<file path="config.mk">
export PLATFORM = sky130hd
export DESIGN_NAME = kv_store
export DESIGN_NICKNAME = d
export VERILOG_FILES = /design/src/rtl/kv_pkg.sv /design/src/rtl/kv_match.sv /design/src/rtl/kv_store.sv
export SDC_FILE = /design/constraint.sdc
export NUM_CORES = 2
export LEC_CHECK = 0
export CORE_MARGIN = 4
export CORE_UTILIZATION = 57
export CTS_BUF_LIST = sky130_fd_sc_hd__clkbuf_8
export CTS_CLUSTER_DIAMETER = 150
export DETAILED_ROUTE_END_ITERATION = 10
export PLACE_DENSITY_LB_ADDON = 0.25
export SETUP_SLACK_MARGIN = 0.15
export SKIP_LAST_GASP = 1
export SLEW_MARGIN = 20
export SYNTH_ARGS = -nofsm -noshare
export SYNTH_HDL_FRONTEND = slang
export SYNTH_SLANG_ARGS = --single-unit
</file>
<file path="constraint.sdc">
create_clock -name i_clk -period 9.2 [get_ports i_clk]
set_input_delay 1.84 -clock i_clk [delete_from_list [all_inputs] [get_ports i_clk]]
set_output_delay 1.84 -clock i_clk [all_outputs]
set_load 0.05 [all_outputs]
</file>
<file path="src/rtl/kv_pkg.sv">
// rtl/kv_pkg.sv - Shared opcode, status and state encodings for the key/value store.
package kv_pkg;

  localparam int OP_W     = 3;
  localparam int STATUS_W = 2;

  typedef enum logic [OP_W-1:0] {
    OP_SET     = 3'd0,
    OP_GET     = 3'd1,
    OP_DELETE  = 3'd2,
    OP_ENCODE  = 3'd3,
    OP_SET_IDX = 3'd4,
    OP_GET_IDX = 3'd5,
    OP_CLEAR   = 3'd6
  } kv_op_e;

  typedef enum logic [STATUS_W-1:0] {
    ST_OK     = 2'd0,
    ST_MISS   = 2'd1,
    ST_FULL   = 2'd2,
    ST_BADIDX = 2'd3
  } kv_status_e;

  typedef enum logic [1:0] {
    S_IDLE   = 2'd0,
    S_LOOKUP = 2'd1,
    S_RESP   = 2'd2
  } kv_state_e;

endpackage

</file>
<file path="src/rtl/kv_match.sv">
// rtl/kv_match.sv - Parallel key compare gated by valid, with lowest-index priority encoders
// for the first hit and the first free slot.
module kv_match
  import kv_pkg::*;
#(
  parameter int ENTRIES = 16,
  parameter int KEY_W   = 32,
  parameter int IDX_W   = 4
) (
  input  logic [ENTRIES-1:0][KEY_W-1:0] keys,
  input  logic [ENTRIES-1:0]            valid,
  input  logic [KEY_W-1:0]              key,
  output logic                          hit,
  output logic [IDX_W-1:0]              hit_idx,
  output logic                          free,
  output logic [IDX_W-1:0]              free_idx
);

  logic [ENTRIES-1:0] eq;

  always_comb begin
    for (int i = 0; i < ENTRIES; i++) begin
      eq[i] = valid[i] && (keys[i] == key);
    end
  end

  // Walk downwards so the lowest index wins.
  always_comb begin
    hit      = 1'b0;
    hit_idx  = '0;
    free     = 1'b0;
    free_idx = '0;
    for (int i = ENTRIES - 1; i >= 0; i--) begin
      if (eq[i]) begin
        hit     = 1'b1;
        hit_idx = IDX_W'(i);
      end
      if (!valid[i]) begin
        free     = 1'b1;
        free_idx = IDX_W'(i);
      end
    end
  end

endmodule

</file>
<file path="src/rtl/kv_store.sv">
// rtl/kv_store.sv - Key/value store with request/response handshake and 2-cycle lookups.
// Define KV_STORE_LRU_EN to evict the least recently used slot on a SET to a full store.
module kv_store
  import kv_pkg::*;
#(
  parameter  int ENTRIES = 16,
  parameter  int KEY_W   = 32,
  parameter  int VAL_W   = 32,
  localparam int IDX_W   = $clog2(ENTRIES)
) (
  input  logic             i_clk,
  input  logic             i_rst,
  input  logic             i_req_valid,
  output logic             o_req_ready,
  input  logic [2:0]       i_op,
  input  logic [KEY_W-1:0] i_key,
  input  logic [VAL_W-1:0] i_value,
  input  logic [IDX_W-1:0] i_index,
  output logic             o_rsp_valid,
  input  logic             i_rsp_ready,
  output logic [VAL_W-1:0] o_value,
  output logic [IDX_W-1:0] o_index,
  output logic [1:0]       o_status,
  output logic [IDX_W:0]   o_count,
  output logic             o_full
);

  kv_state_e state_q, state_d;

  kv_op_e           op_q;
  logic [KEY_W-1:0] key_q;
  logic [VAL_W-1:0] val_q;
  logic [IDX_W-1:0] idx_q;

  logic [ENTRIES-1:0]            valid_q;
  logic [ENTRIES-1:0][KEY_W-1:0] key_mem;
  logic [ENTRIES-1:0][VAL_W-1:0] val_mem;
  logic [IDX_W:0]                count_q;

  logic             hit, free;
  logic [IDX_W-1:0] hit_idx, free_idx;

  logic             wr, rm, inc, dec, idx_ok, accept;
  logic [IDX_W-1:0] wr_idx, rm_idx;
  logic [VAL_W-1:0] r_value;
  logic [IDX_W-1:0] r_index;
  kv_status_e       r_status;

`ifdef KV_STORE_LRU_EN
  logic [ENTRIES-1:0][IDX_W-1:0] age_q, age_a, age_d;
  logic [ENTRIES-1:0]            valid_a;
  logic [IDX_W-1:0]              victim;
  logic                          touch;
`endif

  assign o_req_ready = (state_q == S_IDLE);
  assign accept      = i_req_valid && o_req_ready;
  assign o_count     = count_q;
  assign o_full      = (count_q == (IDX_W+1)'(ENTRIES));

  kv_match #(
    .ENTRIES (ENTRIES),
    .KEY_W   (KEY_W),
    .IDX_W   (IDX_W)
  ) u_match (
    .keys     (key_mem),
    .valid    (valid_q),
    .key      (key_q),
    .hit      (hit),
    .hit_idx  (hit_idx),
    .free     (free),
    .free_idx (free_idx)
  );

  always_ff @(posedge i_clk or posedge i_rst) begin
    if (i_rst) state_q <= S_IDLE;
    else       state_q <= state_d;
  end

  always_comb begin
    state_d = state_q;
    case (state_q)
      S_IDLE:   if (i_req_valid) state_d = (kv_op_e'(i_op) == OP_CLEAR) ? S_RESP : S_LOOKUP;
      S_LOOKUP: state_d = S_RESP;
      S_RESP:   if (i_rsp_ready) state_d = S_IDLE;
      default:  state_d = S_IDLE;
    endcase
  end

  always_comb begin
    wr       = 1'b0;
    rm       = 1'b0;
    inc      = 1'b0;
    dec      = 1'b0;
    wr_idx   = '0;
    rm_idx   = '0;
    r_value  = '0;
    r_index  = '0;
    r_status = ST_OK;
    idx_ok   = ({1'b0, idx_q} < (IDX_W+1)'(ENTRIES));
    if (state_q == S_LOOKUP) begin
      case (op_q)
        OP_SET: begin
          if (hit) begin
            wr     = 1'b1;
            wr_idx = hit_idx;
          end else if (free) begin
            wr     = 1'b1;
            wr_idx = free_idx;
            inc    = 1'b1;
          end else begin
`ifdef KV_STORE_LRU_EN
            wr      = 1'b1;
            wr_idx  = victim;
            r_value = val_mem[victim];
`else
            r_status = ST_FULL;
`endif
          end
          r_index = wr_idx;
        end
        OP_GET: begin
          if (hit) begin
            r_value = val_mem[hit_idx];
            r_index = hit_idx;
          end else begin
            r_status = ST_MISS;
          end
        end
        OP_DELETE: begin
          if (hit) begin
            rm      = 1'b1;
            rm_idx  = hit_idx;
            dec     = 1'b1;
            r_value = val_mem[hit_idx];
            r_index = hit_idx;
          end else begin
            r_status = ST_MISS;
          end
        end
        OP_ENCODE: begin
          if (hit) r_index  = hit_idx;
          else     r_status = ST_MISS;
        end
        OP_SET_IDX: begin
          if (!idx_ok) begin
            r_status = ST_BADIDX;
          end else begin
            wr      = 1'b1;
            wr_idx  = idx_q;
            inc     = !valid_q[idx_q];
            r_index = idx_q;
            // The key may already live in another slot; drop that copy.
            if (hit && (hit_idx != idx_q)) begin
              rm     = 1'b1;
              rm_idx = hit_idx;
              dec    = 1'b1;
            end
          end
        end
        OP_GET_IDX: begin
          if (!idx_ok) begin
            r_status = ST_BADIDX;
          end else if (valid_q[idx_q]) begin
            r_value = val_mem[idx_q];
            r_index = idx_q;
          end else begin
            r_status = ST_MISS;
          end
        end
        default: ;
      endcase
    end
  end

  always_ff @(posedge i_clk or posedge i_rst) begin
    if (i_rst) begin
      valid_q     <= '0;
      count_q     <= '0;
      o_rsp_valid <= 1'b0;
      o_value     <= '0;
      o_index     <= '0;
      o_status    <= ST_OK;
      op_q        <= OP_SET;
      key_q       <= '0;
      val_q       <= '0;
      idx_q       <= '0;
    end else begin
      if (accept) begin
        op_q  <= kv_op_e'(i_op);
        key_q <= i_key;
        val_q <= i_value;
        idx_q <= i_index;
        if (kv_op_e'(i_op) == OP_CLEAR) begin
          valid_q     <= '0;
          count_q     <= '0;
          o_rsp_valid <= 1'b1;
          o_value     <= '0;
          o_index     <= '0;
          o_status    <= ST_OK;
        end
      end
      if (state_q == S_LOOKUP) begin
        if (wr) valid_q[wr_idx] <= 1'b1;
        if (rm) valid_q[rm_idx] <= 1'b0;
        count_q     <= count_q + (IDX_W+1)'(inc) - (IDX_W+1)'(dec);
        o_rsp_valid <= 1'b1;
        o_value     <= r_value;
        o_index     <= r_index;
        o_status    <= r_status;
      end
      if ((state_q == S_RESP) && i_rsp_ready) o_rsp_valid <= 1'b0;
    end
  end

  // Storage carries no reset; occupancy is owned entirely by valid_q.
  always_ff @(posedge i_clk) begin
    if (wr) begin
      key_mem[wr_idx] <= key_q;
      val_mem[wr_idx] <= val_q;
    end
  end

`ifdef KV_STORE_LRU_EN
  // Valid slots hold distinct ages 0..count-1, so a full store always has one slot at ENTRIES-1.
  always_comb begin
    victim = '0;
    for (int i = 0; i < ENTRIES; i++) begin
      if (valid_q[i] && (age_q[i] == IDX_W'(ENTRIES - 1))) victim = IDX_W'(i);
    end
  end

  always_comb begin
    touch = (state_q == S_LOOKUP) && (r_status == ST_OK) && (op_q != OP_DELETE) &&
            (op_q inside {OP_SET, OP_GET, OP_ENCODE, OP_SET_IDX, OP_GET_IDX});
    valid_a = valid_q;
    if (rm) valid_a[rm_idx] = 1'b0;
    for (int i = 0; i < ENTRIES; i++) begin
      age_a[i] = (rm && valid_q[i] && (age_q[i] > age_q[rm_idx])) ? age_q[i] - IDX_W'(1) : age_q[i];
    end
    for (int i = 0; i < ENTRIES; i++) begin
      age_d[i] = age_a[i];
      if (touch) begin
        if (IDX_W'(i) == r_index)
          age_d[i] = '0;
        else if (valid_a[i] && (!valid_a[r_index] || (age_a[i] < age_a[r_index])))
          age_d[i] = age_a[i] + IDX_W'(1);
      end
    end
  end

  always_ff @(posedge i_clk or posedge i_rst) begin
    if (i_rst) age_q <= '0;
    else       age_q <= age_d;
  end
`endif

endmodule

</file>
; Word-level counts from Yosys, hierarchy flattened
; Cells that the tools add are included.
[totals]
elab_cells = 248
n_memories = 0
latchBits = 0
reg_bits = 1157
in_bits = 75
ramBits = 0
mem_bits_ro = 0
[classes]
shifts = 0
n_reduce_logical = 33
n_addsub = 2
mux = 133
mul = 0
n_lt_le_gt_ge = 6
n_div = 0
n_eq_ne = 28
bitwise = 3
[ops]
columns = op, count
row1 = bitwise mux 512 bit, 2
row2 = == test 32 bit, 16
row3 = binary-select mux 32 bit (select 4 bit), 2
row4 = two-way mux 32 bit, 8
row5 = two-way mux 4 bit, 42
row6 = demux 32 bit (select 4 bit), 1
row7 = two-way mux 16 bit, 6
row8 = one-hot mux 32 bit (2 select lines), 1
row9 = two-way mux 1 bit, 49
row10 = logical AND 1 bit, 21
row11 = less-than comparator 4 x 5 -> 1 bit (second input constant), 4
row12 = bitwise AND 16 bit, 1
row13 = two-way mux 2 bit, 8
row14 = inverter 16 bit, 1
row15 = OR 16 bit, 1
row16 = one-hot mux 4 bit (2 select lines), 2
row17 = one-hot mux 4 bit (4 select lines), 1
row18 = two-way mux 5 bit, 3
row19 = one-hot mux 2 bit (3 select lines), 2
row20 = == test 3 bit (second input constant), 3
row21 = demux 1 bit (select 4 bit), 2
row22 = greater-or-equal comparator 4 x 1 -> 1 bit (second input constant), 2
row23 = == test 3 x 2 -> 1 bit (second input constant), 2
row24 = one-hot mux 1 bit (2 select lines), 3
row25 = other kinds (17), 22

; Logic depth before layout (Yosys ltp)
[depth]
depth_word = 31
depth_mapped = 27
ltp_nobuf = 23

; By module
; From an unflattened synthesis, not the netlist that was laid out.
[unflattened]
cells_unflattened = 3019
area_unflattened_um2 = 51222.9
[modules_own_cells]
columns = mod, cells_per_inst, area_each_um2, instances
row1 = kv_store, 2199, 44828.0, 1
row2 = kv_match, 820, 6394.9, 1

; Least setup slack after synthesis
; Ideal clock, no wire load.
[synth_path]
path_type = register to register
start = register key_q[6]
end = register key_mem[100] (netlist name), enable pin
setup_ps = 495
arrival_time_ps = 5843
stages_incl_launch_ff = 13
path_slack_ps = 2862
required_time_ps = 8705
synth_period_minus_slack_ps = 6338
cell_sequence = dfrtp_1 buf_2 buf_2 xor2_1 nor4_1 nand4_1 nor4_1 nand2b_1 inv_1 a21oi_2 o31ai_1 nand3b_1 nor2b_1
[synth_via]
elab_chain_cells = 21
elab_cells_between_ends = 51
[synth_rtl]
columns = item, line_no
row1 = "start, declared", kv_store.sv:31  ; logic [KEY_W-1:0] key_q;
row2 = "start signal, assigned", kv_store.sv:191  ; key_q <= i_key;
row3 = == test 32 bit, kv_match.sv:23  ; eq[i] = valid[i] && (keys[i] == key);
row4 = logical AND 1 bit, kv_match.sv:23
row5 = two-way mux 1 bit (15 in a row), kv_match.sv:34  ; if (eq[i]) begin
row6 = two-way mux 1 bit (*), kv_match.sv:34
row7 = two-way mux 1 bit (*), kv_store.sv:104  ; if (hit) begin
row8 = one-hot mux 1 bit (2 select lines) (*), kv_store.sv:102  ; case (op_q)
row9 = two-way mux 1 bit (*), kv_store.sv:101  ; if (state_q == S_LOOKUP) begin
row10 = "end signal, assigned by index", kv_store.sv:219  ; key_mem[wr_idx] <= key_q;
row11 = "end, declared", kv_store.sv:36  ; logic [ENTRIES-1:0][KEY_W-1:0] key_mem;
; Every way passes the cells marked *; elsewhere a longest branch is shown, timed or not.
; A chain may end at the register's enable or synchronous reset.

; Worst setup path in the final report
[layout_path]
start = register key_q[10]
end = register count_q[4], in the netlist o_count[4]
[layout_via]
elab_chain_cells = 25
elab_cells_between_ends = 76
[layout_rtl]
columns = item, line_no
row1 = branches (longest 23 deep; another with == test 32 bit), --
row2 = subtractor 5 x 1 -> 5 bit (*), kv_store.sv:206  ; count_q <= count_q + (IDX_W+1)'(inc) - (IDX_W+1)'(dec);
row3 = two-way mux 5 bit (*), kv_store.sv:203  ; if (state_q == S_LOOKUP) begin
row4 = "end signal, assigned", kv_store.sv:206
row5 = "end, declared", kv_store.sv:38  ; logic [IDX_W:0] count_q;
; Mark *: on every way between the ends.

==> results_dict.tcl <==
set metrics [dict create \
    critPathLaunch "key_q[10]$_DFFE_PP0P_" \
    post-route-period-util 0.7145 \
    post_cts_resized 0 \
    crit_end "o_count[4]$_DFFE_PP0P_" \
    max_clock_freq_mhz 152.1 \
    synth_area_sq_um 54100 \
    synth-seq-area-share 0.6299 \
    start_util 0.5771 \
    max_slew.worst_pin.slew_ps 1168 \
    synth.distinct_cells 86 \
    end_kind "register" \
    fin_cells 5209 \
    area_delta_synth_final_pct 11.07 \
    crit_chain "xor2_1 -> nor4_1 -> nand4_1 -> or4_1 -> o211ai_1 -> a311o_2 -> a21o_4 -> xnor2_1 -> nand4_1 -> and3b_1 -> ha_1 -> inv_1 -> ha_1 -> inv_1 -> fa_1 -> inv_1 -> a21oi_1 -> nor2_1 -> nor2_1 -> xnor2_1 -> nor2_1 -> o21ai_0 -> o21ai_0" \
    rsz0062_at_grt "no" \
    coreArea_sq_um 93750 \
    hpwl_um 90330 \
    synth_top_cell_by_area "edfxtp_1" \
    synth_fp_nets 3718 \
    setup_ws_ps 2627 \
    drc 0 \
    ant_nets 0 \
    setup_viol 0 \
    powerDensity_nw_per_um2 280.7 \
    drt_iter0_markers 4548 \
    cts_tree "built" \
    r2r_cells 23 \
    cp_slowest_cell "dfrtp_2" \
    syn_inst 3636 \
    via_count 34560 \
    wl_per_cell_um 29.65 \
    max-vdd-ir-drop_mv 0.3249 \
    synth-async-reset-ratio 0.1150 \
    tritoncts_num_sinks 1157 \
    synth_area_leaders "edfxtp_1 (57%), mux4_2 (6.8%), dfrtp_1 (6.2%)" \
    dp_cells 4862 \
    antenna_found_initial 4 \
    avgSynthCellArea_sq_um 14.88 \
    cp_num_buf_inv 3 \
    timing.hold.ws_ps 491.3 \
    stdcell_area_sq_um 60090 \
    die_y_um 316.1 \
    critPathKind "register to register" \
    crit_family "compound AO/OA/AOI/OAI gates" \
    ctsRootBufferMaster "clkbuf_8" \
    overflow 0 \
    finalMaxSlewViolations 0 \
    pre_cts_ws_ps 2754 \
    reg2reg_from "key_q[10]$_DFFE_PP0P_" \
    clock_path_buffers 3 \
    yosys.area.top_type_share 0.5684 \
    r2r_slack_ps 2630 \
    relSlewSlack 0.2215 \
    fin_nets 3878 \
    dpl_cell_area_sq_um 56560 \
    place_congestion 0.9415 \
    cap_violations 0 \
    pin_count 121 \
    setup_tns_ps 0 \
    grtUsageTotal 0.3094 \
    synthTopCellsByCount "edfxtp_1 (1024), xor2_1 (337), a211oi_1 (190)" \
    dr.pass1.iters 5 \
    first_global_vias 33890 \
    status "finished clean" \
    rows 112 \
    grt_first_pass_wirelength_um 225000 \
    synth_edf_count 1024 \
    final_core_utilization 0.6410 \
    worstPathArrival_ps 7280 \
    portBuffers 120 \
    path_max_fanout 44 \
    clk_pin_slew_ps 60 \
    drt_wl_total_um 154500 \
    ctsHoldBuffers 0 \
    start_kind "register" \
    hold_path_class "register to register" \
    finalClockSkew_ps 67.40 \
    cts_buffers 186 \
    max_stage_delay_ps 1090 \
    insertion_delay_ps 890 \
    ys.flop_type "edfxtp_1" \
    final_hold_viol_count 0 \
    ys_ff_latch 1157 \
    leakage_nw 19.74 \
    total_power_mw 16.87 \
    grt_start_max_net_pins 151 \
    htree_num_levels 4 \
    min_period_ps 6573 \
    post_cts.repair.setup_buffers 0 \
    required_ps 9910 \
    yosysWarnings 0 \
    synth_most_common_cell "edfxtp_1" \
    drive_gt1_frac 0.1624 \
    post_drt_via_cell_ratio 6.634 \
    die_area_sq_um 99910 \
    reg2reg_to "o_count[4]$_DFFE_PP0P_" \
    die_w_um 316.1 \
    path_depth 23 \
]
==> layout make-up <==
cell class | count | area [sq um]
sequential | 1157 | 34130
clock buffer | 200 | 2753
fill | 6779 | 33660
timing repair buffer | 201 | 1909
antenna | 2 | 5.005
inverter | 117 | 444.2
tap | 1254 | 1569
multi-input combinational | 2133 | 18510
clock inverter | 145 | 778.2
==> worst min path at each step <==
| stage | from | to | slack, ps | cells past startpoint |
|---|---|---|---|---|
| 3_3_place_gp | o_index[2]$_DFFE_PP0P_ | o_index[2]$_DFFE_PP0P_ | 470 | 2 |
| 3_5_place_dp | o_status[0]$_DFFE_PP0P_ | o_status[0]$_DFFE_PP0P_ | 470 | 2 |
| 6_report | o_status[0]$_DFFE_PP0P_ | o_status[0]$_DFFE_PP0P_ | 490 | 2 |
| 2_1_floorplan | valid_q[11]$_DFF_PP0_ | valid_q[11]$_DFF_PP0_ | 570 | 2 |
| 4_1_cts | o_status[0]$_DFFE_PP0P_ | o_status[0]$_DFFE_PP0P_ | 490 | 2 |
| 5_1_grt | o_status[0]$_DFFE_PP0P_ | o_status[0]$_DFFE_PP0P_ | 510 | 2 |
==> power breakdown <==
part           internal, mW  switching, mW  total (mW)  leakage, nW
combinational          1.93           2.76        4.69         6.82
clock                  2.14           2.10        4.24         2.07
sequential             6.71           1.23        7.94         10.8
total                  10.8           6.09        16.9         19.7
==> per-layer routing <==
layer / track usage / vias to the layer above / routed length, um
met5: 0 / - / 0
met4: 0.1210 / 0 / 5732
met3: 0.06849 / 365 / 16440
met2: 0.4744 / 2142 / 71450
met1: 0.4377 / 17450 / 60850
li1: - / 14600 / -
==> worst reg2reg max path, stage by stage (launching register included) <==
cell,delay (ps)
dfrtp_2,1090
xor2_1,250
nor4_1,360
nand4_1,120
or4_1,720
o211ai_1,180
a311o_2,730
a21o_4,670
xnor2_1,220
nand4_1,110
and3b_1,240
ha_1,290
inv_1,60
ha_1,160
inv_1,60
fa_1,430
inv_1,80
a21oi_1,50
nor2_1,90
nor2_1,60
xnor2_1,180
nor2_1,50
o21ai_0,140
o21ai_0,90
==> logic make-up (layout without fill, tap and decap cells) <==
group / count (synthesis) / after routing / synth area share
xor gates and xnor gates: 515 / 515 / 0.08337
AOI/OAI and AO/OA: 544 / 544 / 0.07285
muxes: 359 / 359 / 0.1059
and+or+nand+nor: 708 / 708 / 0.07431
other: 0 / 2 / 0
adders and majority gates: 7 / 7 / 0.001758
buffers and inverters: 346 / 663 / 0.03196
DFF: 1157 / 1157 / 0.6299
==> state kept, by name (all words and copies together), names as in the netlist, 3 cells and up <==
signal	count
idx_q	4
key_mem	512
key_q	32
o_count	5
o_index	4
o_value	32
op_q	3
val_mem	512
val_q	32
valid_q	16
==> cell usage in the layout, fill, tap and decap left out, types with 120 or more instances in the layout <==
master           count
mux4_2             164
clkbuf_8           200
clkdlybuf4s50_1    120
mux2i_1            129
xor2_1             337
a211oi_1           190
nor4_1             148
inv_1              183
xnor2_1            178
edfxtp_1          1024
nand2_1            138
Note: power is estimated with default switching activity, not from simulation.
